<file path="config.mk">
export PLATFORM = sky130hd
export DESIGN_NAME = histogram_cdf_reader
export DESIGN_NICKNAME = d
export VERILOG_FILES = /design/src/rtl/histogram_cdf_reader_pkg.sv /design/src/rtl/histogram_cdf_reader_rd_pipe.sv /design/src/rtl/histogram_cdf_reader.sv
export SDC_FILE = /design/constraint.sdc
export NUM_CORES = 1
export LEC_CHECK = 0
export ABC_CLOCK_PERIOD_IN_PS = 2500
export CORE_MARGIN = 1.5
export CORE_UTILIZATION = 26
export DETAILED_ROUTE_END_ITERATION = 10
export GPL_ROUTABILITY_DRIVEN = 0
export GPL_TIMING_DRIVEN = 0
export SYNTH_ARGS = -nofsm -noshare
export SYNTH_HDL_FRONTEND = slang
export SYNTH_SLANG_ARGS = --single-unit
</file>
<file path="constraint.sdc">
create_clock -name iClk -period 2.5 [get_ports iClk]
set_clock_uncertainty 0.05 [all_clocks]
set_input_delay 0.5 -clock iClk [delete_from_list [all_inputs] [get_ports iClk]]
set_output_delay 0.5 -clock iClk [all_outputs]
set_load 0.01 [all_outputs]
</file>
<file path="src/rtl/histogram_cdf_reader_pkg.sv">
// Shared histogram definitions: bin geometry, read-sweep states and the
// saturating accumulate used for the running CDF.
package histogram_cdf_reader_pkg;

  localparam int NUM_BINS_DEF = 256;
  localparam int COUNT_W_DEF  = 20;
  localparam int ADDR_W       = 8;
  localparam int SAT_W        = 32;

  typedef enum logic [2:0] {IDLE, READ, DRAIN, CLEAR, FINISH} state_t;

  // Bit SAT_W of the result flags saturation; the low bits hold the clamped sum,
  // where w is the width the sum must fit in.
  function automatic logic [SAT_W:0] satAdd(input logic [SAT_W-1:0] a,
                                            input logic [SAT_W-1:0] b,
                                            input int unsigned      w);
    logic [SAT_W:0] sum;
    logic [SAT_W:0] maxV;
    sum  = {1'b0, a} + {1'b0, b};
    maxV = ((SAT_W+1)'(1) << w) - (SAT_W+1)'(1);
    if (sum > maxV) return {1'b1, maxV[SAT_W-1:0]};
    return {1'b0, sum[SAT_W-1:0]};
  endfunction

endpackage

</file>
<file path="src/rtl/histogram_cdf_reader_rd_pipe.sv">
// Address/valid delay line matching the accumulator's read latency, so the
// returning count can be paired with the bin that requested it.
module hist_rd_pipe #(
  parameter int RD_LAT = 2,
  parameter int ADDR_W = 8
) (
  input  logic              iClk,
  input  logic              iRst_n,
  input  logic              iValid,
  input  logic [ADDR_W-1:0] iAddr,
  output logic              oValid,
  output logic [ADDR_W-1:0] oAddr
);

  logic [ADDR_W:0] stage [RD_LAT];

  always_ff @(posedge iClk) begin
    if (!iRst_n) begin
      for (int i = 0; i < RD_LAT; i++) stage[i] <= '0;
    end else begin
      stage[0] <= {iValid, iAddr};
      for (int i = 1; i < RD_LAT; i++) stage[i] <= stage[i-1];
    end
  end

  assign {oValid, oAddr} = stage[RD_LAT-1];

endmodule

</file>
<file path="src/rtl/histogram_cdf_reader.sv">
// Sweeps the accumulator's bins once per frame, streaming count and running CDF,
// then reports total, peak and overflow, optionally zeroing the accumulator RAM.
module histogram_cdf_reader
  import histogram_cdf_reader_pkg::*;
#(
  parameter int NUM_BINS = NUM_BINS_DEF,
  parameter int COUNT_W  = COUNT_W_DEF,
  parameter int CDF_W    = 20,
  parameter int RD_LAT   = 2
) (
  input  logic               iClk,
  input  logic               iRst_n,
  input  logic               iStart,
  input  logic               iClearAfter,
  output logic [ADDR_W-1:0]  oAddr,
  input  logic [COUNT_W-1:0] iCount,
  output logic               oClearRam,
  output logic               oBusy,
  output logic               oValid,
  output logic [ADDR_W-1:0]  oBin,
  output logic [COUNT_W-1:0] oCount,
  output logic [CDF_W-1:0]   oCdf,
  output logic               oDone,
  output logic [CDF_W-1:0]   oTotal,
  output logic [ADDR_W-1:0]  oPeakBin,
  output logic [COUNT_W-1:0] oPeakCount,
  output logic               oOverflow
);

  localparam logic [ADDR_W-1:0] LAST_ADDR = ADDR_W'(NUM_BINS - 1);

  state_t            state;
  logic              clearLatched;
  logic              issueVld;
  logic              pipeVld;
  logic [ADDR_W-1:0] pipeAddr;
  logic [SAT_W:0]    addRes;
  logic              startNow;
  logic              unusedAddBits;

  assign issueVld = (state == READ);
  // FINISH accepts a start as well so a done-coincident start is not lost.
  assign startNow = iStart && (state == IDLE || state == FINISH);
  assign addRes   = satAdd(SAT_W'(oCdf), SAT_W'(iCount), CDF_W);
  assign unusedAddBits = &{1'b0, addRes[SAT_W-1:CDF_W]};

  hist_rd_pipe #(.RD_LAT(RD_LAT), .ADDR_W(ADDR_W)) uRdPipe (
    .iClk   (iClk),
    .iRst_n (iRst_n),
    .iValid (issueVld),
    .iAddr  (oAddr),
    .oValid (pipeVld),
    .oAddr  (pipeAddr)
  );

  always_ff @(posedge iClk) begin
    if (!iRst_n) begin
      state        <= IDLE;
      clearLatched <= 1'b0;
      oAddr        <= '0;
      oClearRam    <= 1'b0;
      oBusy        <= 1'b0;
      oValid       <= 1'b0;
      oBin         <= '0;
      oCount       <= '0;
      oCdf         <= '0;
      oDone        <= 1'b0;
      oTotal       <= '0;
      oPeakBin     <= '0;
      oPeakCount   <= '0;
      oOverflow    <= 1'b0;
    end else begin
      oDone <= 1'b0;
      case (state)
        IDLE: oAddr <= '0;
        READ: begin
          if (oAddr == LAST_ADDR) state <= DRAIN;
          else oAddr <= oAddr + ADDR_W'(1);
        end
        DRAIN: begin
          if (oValid && oBin == LAST_ADDR) begin
            if (clearLatched) begin
              state     <= CLEAR;
              oAddr     <= '0;
              oClearRam <= 1'b1;
            end else begin
              state  <= FINISH;
              oAddr  <= '0;
              oDone  <= 1'b1;
              oTotal <= oCdf;
            end
          end
        end
        CLEAR: begin
          if (oAddr == LAST_ADDR) begin
            state     <= FINISH;
            oAddr     <= '0;
            oClearRam <= 1'b0;
            oDone     <= 1'b1;
            oTotal    <= oCdf;
          end else begin
            oAddr <= oAddr + ADDR_W'(1);
          end
        end
        FINISH: begin
          state <= IDLE;
          oBusy <= 1'b0;
        end
        default: state <= IDLE;
      endcase

      if (startNow) begin
        state        <= READ;
        oBusy        <= 1'b1;
        clearLatched <= iClearAfter;
        oAddr        <= '0;
        oCdf         <= '0;
        oTotal       <= '0;
        oPeakBin     <= '0;
        oPeakCount   <= '0;
        oOverflow    <= 1'b0;
      end

      // Output beat: count returns RD_LAT cycles after its address was issued.
      if (pipeVld) begin
        oValid <= 1'b1;
        oBin   <= pipeAddr;
        oCount <= iCount;
        oCdf   <= addRes[CDF_W-1:0];
        if (addRes[SAT_W]) oOverflow <= 1'b1;
        if (iCount > oPeakCount) begin
          oPeakBin   <= pipeAddr;
          oPeakCount <= iCount;
        end
      end else begin
        oValid <= 1'b0;
      end
    end
  end

endmodule

</file>
# [Word level (Yosys, flattened, before mapping)]
# Memory sizes are Yosys's and may differ from the RTL's.
# Cells that the tools add are included.
[word_totals] mem_bits_rw=18 register_bits=113 mem_count=1 input_bits=24 out_inout_bits=109 elab_cells=97
[classes] order_cmp=2 eq_ne=16 muxes=43 n_reduce_logical=14 bitwise_logic=4 addsub=2
[mem_list] name="uRdPipe.stage" words=2 width=9 read_ports=2 rd_clocked_by_memory_dff=0 write_ports=2 line="histogram_cdf_reader_rd_pipe.sv:15" text="logic [ADDR_W:0] stage [RD_LAT];"
[ops] op="$mux W20" n=8
[ops] op="$mux W33" n=2
[ops] op="$mux W8" n=6
[ops] op="$pmux W20 S2" n=1
[ops] op="$pmux W8 S4" n=1
[ops] op="$add A20 B20 Y21" n=1
[ops] op="$gt A21 B20 Y1 const B" n=1
[ops] op="$gt A20 B20 Y1" n=1
[ops] op="$mux W9" n=2
[ops] op="$eq A8 B8 Y1 const B" n=2
[ops] op="$mux W1" n=16
[ops] op="$reduce_and A4 Y1" n=4
[ops] op="$ne A2 B2 Y1 const B" n=7
[ops] op="$mux W3" n=4
[ops] op="$pmux W3 S4" n=1
[ops] op="$ne A3 B3 Y1 const B" n=3
[ops] op="$add A8 B1 Y8 const B" n=1
[ops] op="$eq A3 B2 Y1 const B" n=2
[ops] op="$reduce_bool A2 Y1" n=3
[ops] op="$pmux W1 S2" n=2
[ops] op="$reduce_bool A4 Y1" n=1
[ops] op="$eq A3 B1 Y1 const B" n=1
[ops] op="$eq A3 B3 Y1 const B" n=1
[ops] op="$logic_not A3 Y1" n=1
[ops] op="other kinds (6)" n=9

# [Longest topological paths before layout]
[logic_depth] word_depth=6 mapped_depth=11 depth_no_buf=10

# [By module]
# A second synthesis with hierarchy kept.
[hier_totals] hier_cells=700 area_unflattened_um2=6411.1
[by_module_without_submodules] module="histogram_cdf_reader" cells_each=655 n_inst=1 seq_area_each_um2=2262.2 area_per_inst_um2=5849.4
[by_module_without_submodules] module="hist_rd_pipe" cells_each=45 n_inst=1 seq_area_each_um2=360.3 area_per_inst_um2=561.8

# [Least setup slack after synthesis]
# No wires, ideal clock.
[synth_path] path_kind="input to register" from="in iCount[0]" to="reg oCdf[4]" arrival_time_ns=2.388 path_buffers=1 path_stages=11 slack_ns=-0.009 required_ns=2.379 setup_time_ns=0.071 path_cell_list="ha_1 -> inv_1 -> fa_1 -> nor2b_1 -> o211ai_1 -> a31oi_2 -> a21oi_2 -> o31ai_4 -> nand2_1 -> buf_2 -> a21oi_1"
[synth_between] elab_chain_cells=5
[synth_rtl] item="start, declared" line="histogram_cdf_reader.sv:16" text="input logic [COUNT_W-1:0] iCount,"
[synth_rtl] item="$add A20 B20 Y21 *" line="histogram_cdf_reader_pkg.sv:19" text="sum = {1'b0, a} + {1'b0, b};"
[synth_rtl] item="$gt A21 B20 Y1" line="histogram_cdf_reader_pkg.sv:21" text="if (sum > maxV) return {1'b1, maxV[SAT_W-1:0]};"
[synth_rtl] item="$mux W1" line="histogram_cdf_reader_pkg.sv:21"
[synth_rtl] item="$mux W33 *" line="histogram_cdf_reader_pkg.sv:22" text="return {1'b0, sum[SAT_W-1:0]};"
[synth_rtl] item="$mux W20 *" line="histogram_cdf_reader.sv:125" text="if (pipeVld) begin"
[synth_rtl] item="end signal, assigned" line="histogram_cdf_reader.sv:129" text="oCdf <= addRes[CDF_W-1:0];"
[synth_rtl] item="end, declared" line="histogram_cdf_reader.sv:22" text="output logic [CDF_W-1:0] oCdf,"
# Mark *: on every way between the ends. The rest lies on a longest branch, timed or not.
# A chain may end at the register's enable or synchronous reset.

# [Worst setup path after layout]
[layout_path] from="reg oCdf[10]" to="reg oCdf[13]"
[layout_between] elab_chain_cells=5
[layout_rtl] item="$add A20 B20 Y21 *" line="histogram_cdf_reader_pkg.sv:19"
[layout_rtl] item="$gt A21 B20 Y1" line="histogram_cdf_reader_pkg.sv:21"
[layout_rtl] item="$mux W1" line="histogram_cdf_reader_pkg.sv:21"
[layout_rtl] item="$mux W33 *" line="histogram_cdf_reader_pkg.sv:22"
[layout_rtl] item="$mux W20 *" line="histogram_cdf_reader.sv:125"
# Marked as above.

==> key figures <==
GRT
  – Pin count of the biggest net entering global routing: 17
  – Total track usage: between 10% and 20%
  – Vias in the first global route: ~5300
  – Congestion Overflow GR: 0
  – Initial antenna violation count: 0
  – First-pass GRT wire length: roughly 29 mm

Setup path
  – Worst Path Buf+Inv: 1
  – Worst path top cell family by delay: compound AO/OA/AOI/OAI gates
  – Setup CP Type: flop to flop
  – WP data arrival: 2670 ps
  – Nature of the critical path endpoint: flop
  – CP dominant cell by count: nand3_1
  – Crit-path max cell delay: roughly 470 ps
  – Crit path required time: around 2700 ps
  – Crit-path cells: ha_2 > and3_1 > nand3_1 > nand3_1 > a21oi_4 > o31ai_4 > buf_6 > o31ai_1 > a21oi_1
  – Stages on worst setup path: 9
  – Critical Path Slowest Stage Cell: dfxtp_1
  – Worst Reg-to-Reg Cells: 9
  – Critical Path Source Type: flop
  – Worst-path fanout max: 7
  – R2R Setup Slk: approximately 51 ps

Placed design
  – I/O Buffers: 132
  – Placed insts: ~1200
  – Hpwl dp: between 10 and 15 mm
  – DP Worst Slack: -1050 ps

Clocking
  – H-tree levels: 4
  – Root buffer cell: clkbuf_16
  – CTS buffer count: 17
  – CTS tree: done
  – Skew-Pair Late Insertion Delay: 420 ps
  – Clock transition at path regs: 60 ps
  – Hold_buf cts: 0
  – Clock Sinks: ~130
  – Clock Path Buffers: 2

Power
  – NetSw: approximately 1300 µW
  – Reg power frac: ~43%
  – Peak VDD IR: 0.000395 V
  – Pwr dens: between 500 and 600 nW/µm²
  – Sw Ratio: 25.6%
  – Gate power share: 9.9%
  – Clk pwr share: around 47%
  – Int Pwr: between 3000 and 4000 µW
  – Total power: roughly 5000 µW
  – Pleak: 0.00327 µW

Timing
  – Final setup TNS: 0 ps
  – Final setup fails: 0
  – Rel. slew slack: approximately 52%
  – Slew @ Worst Pin: roughly 720 ps
  – Max-slew violation count: 0
  – Final Hold Violating Endpoints: 0
  – Min cycle time layout: around 2400 ps
  – Final period util: between 90% and 100%
  – Highest Clock Rate: 408 MHz
  – Final worst setup slack: 51.5 ps
  – RSZ-0062 raised after global routing: yes

Outcome
  – Status: finished, final reports clean

Floorplanning
  – Die X: between 150 and 200 µm
  – Initial core utilization: 26.4%
  – Core area: 23400 µm²
  – FP Rows: 56
  – Ports: between 100 and 150
  – Die height: 157 µm
  – Die ar.: 24700 µm²

Logic synthesis
  – Top cells by area, synth: dfxtp_1 42%, ha_1 8.3%, mux2i_1 5.8%, nand2_1 5.2%, a21oi_1 4.7%
  – Mapped Area: between 6000 and 7000 µm²
  – Synth Warn #: 0
  – Synthesis-stage register bit count: 131
  – Ys flop type: dfxtp_1
  – Post-synthesis sequential area ratio: 42.4%
  – Syn Inst Count: 704
  – Mean area per synthesized cell: 8.78 µm²
  – Share of synthesized registers carrying an async set or reset: 0%
  – Dominant cell type by area after synthesis: dfxtp_1
  – Syn_nets: a little under 800
  – Synth unique cells: slightly below 60
  – Yosys top cell area share: between 40 and 50%
  – Post-synth EDFFs: 0

Finish
  – Layout cell share with drive strength beyond 1: 12.1%
  – Antenna diodes: 0
  – Area delta synth->final: 42.2%
  – Filler cell count: roughly 2400
  – FF/Latch Area: 2630 µm²
  – Footprint of the multi-input gates: around 3400 µm²
  – Fin cells: 1202
  – Nets: roughly 940

Drt
  – DR DRC count: 0
  – Vias: approximately 5600
  – Routed WL: roughly 19 mm
  – Avg WL per Cell: between 15 and 20 µm
  – 1st-iter DRT viols: about 400
  – DR pass1 iterations: 5
  – Vias per Instance: roughly 4.7
  – Post-DRT Antenna Nets: 0

Hold path
  – Min-delay worst type: input port to flop
  – Hold Path Cell Cnt: 3

Run
  – # Max-Cap Violations: 0
[registers in the layout, summed over array words and instances, names as in the netlist]
signal	cells
oDone	1
oTotal	20
clearLatched	1
state	3
oCount	20
oPeakCount	20
oPeakBin	8
oClearRam	1
uRdPipe.stage	18
oBin	8
oAddr	8
oBusy	1
oValid	1
oCdf	20
oOverflow	1
[logic make-up (layout without fill, tap and decap cells)]
| kind of cell | after synthesis | in the layout | share of synthesized area [%] |
|---|---|---|---|
| AOI/OAI and AO/OA | 160 | 160 | 17.3 |
| xor gates and xnor gates | 18 | 18 | 2.55 |
| adders and majority gates | 42 | 42 | 8.63 |
| buffers and inverters | 71 | 250 | 4.78 |
| DFF | 131 | 131 | 42.4 |
| muxes | 36 | 36 | 5.83 |
| and+or+nand+nor | 246 | 246 | 18.4 |
[metrics by stage]
| step | util (%) | hold slack (ps) | cell area [µm²] |
|---|---|---|---|
| finish | 37.6 | 355 | 8790 |
| global route | 37.6 | 358 | 8790 |
| CTS | 37.1 | 383 | 8680 |
| detailed placement | 33.8 | 368 | 7900 |
| global placement | 33.8 | 365 | 7900 |
| floorplan | - | 362 | 6180 |
[worst reg2reg max path: stages, from the launching register on]
cell and delay [ps]:
dfxtp_1 470, ha_2 390, and3_1 260, nand3_1 190, nand3_1 150, a21oi_4 200
o31ai_4 90, buf_6 160, o31ai_1 240, a21oi_1 100
[layout by cell type (no fill, tap or decap), types with 5 or more instances in the layout]
cell,n
nor2_1,62
buf_4,13
buf_6,7
dlygate4sd2_1,16
and2_1,22
nand4_1,11
a21oi_1,48
o21ai_0,22
a21o_1,11
clkdlybuf4s50_1,112
nand2_1,84
a22o_1,19
inv_1,30
clkinvlp_4,6
clkbuf_2,5
xnor2_1,9
clkbuf_16,17
clkbuf_1,23
dfxtp_1,125
nor3_1,9
ha_1,32
mux2i_1,36
dfxtp_2,5
nand3_1,25
a21oi_2,11
buf_2,7
xor2_1,9
and3_1,9
ha_4,6
a22oi_1,13
nand2b_1,5
[layout make-up]
cell class              count  share of cell area [%]
well taps                 319                    4.54
clock inverters            12                    1.22
multi-input cells         502                    39.1
clock buffers              20                    5.20
repair buffers            149                    16.4
inverters                  32                    1.37
flip-flops and latches    131                    30.0
plain buffers              37                    2.18
[cells in the mapped netlist, drive strengths merged, types with 2 or more instances]
library cell	instances
nand3	25
a221o	2
a211o	2
clkbuf	28
nand4	11
o21a	2
xor2	9
or3	2
nor3	11
ha	41
a22o	19
a221oi	2
o21ai	25
xnor2	9
nand4b	2
o211ai	3
nor2	64
buf	11
mux2i	36
nand2	85
a31oi	3
nor4	2
and3	9
a21oi	61
o31ai	4
nor2b	3
dfxtp	131
nand2b	5
a211oi	3
a22oi	13
a21o	11
inv	31
and2	22
[power by group through the flow]
stage               registers (µW)  clock network (µW)  logic, µW
detailed placement            2190                   0        472
global placement              2190                   0        470
global route                  2150                2540        549
CTS                           2150                2440        487
floorplan                     2190                   0        266
finish                        2150                2380        500
[per-layer routing]
| layer | vias up | routed length [µm] | GRT usage [%] |
|---|---|---|---|
| li1 | 2808 | - | - |
| met1 | 2631 | 8780 | 19.8 |
| met2 | 144 | 8920 | 25.7 |
| met3 | 28 | 954 | 3.77 |
| met4 | 0 | 437 | 6.11 |
| met5 | - | 0 | 0 |
[path summary, 6_finish.rpt]
kind	from	endpoint
worst max-delay path	oCdf[10]	oCdf[13]
worst min register to register	uRdPipe.stage[0][2]	uRdPipe.stage[0][11]
worst min-delay path	iCount[0]	oCount[0]
worst max register to register	oCdf[10]	oCdf[13]
[timing repair]
action,4_1_cts,5_1_grt
cloned,1,0
setup buffers,12,4
pin swaps,10,9
setup endpoints to repair,49,43
gates resized for setup,48,33
No activity file was read; power rests on OpenSTA's default activity.
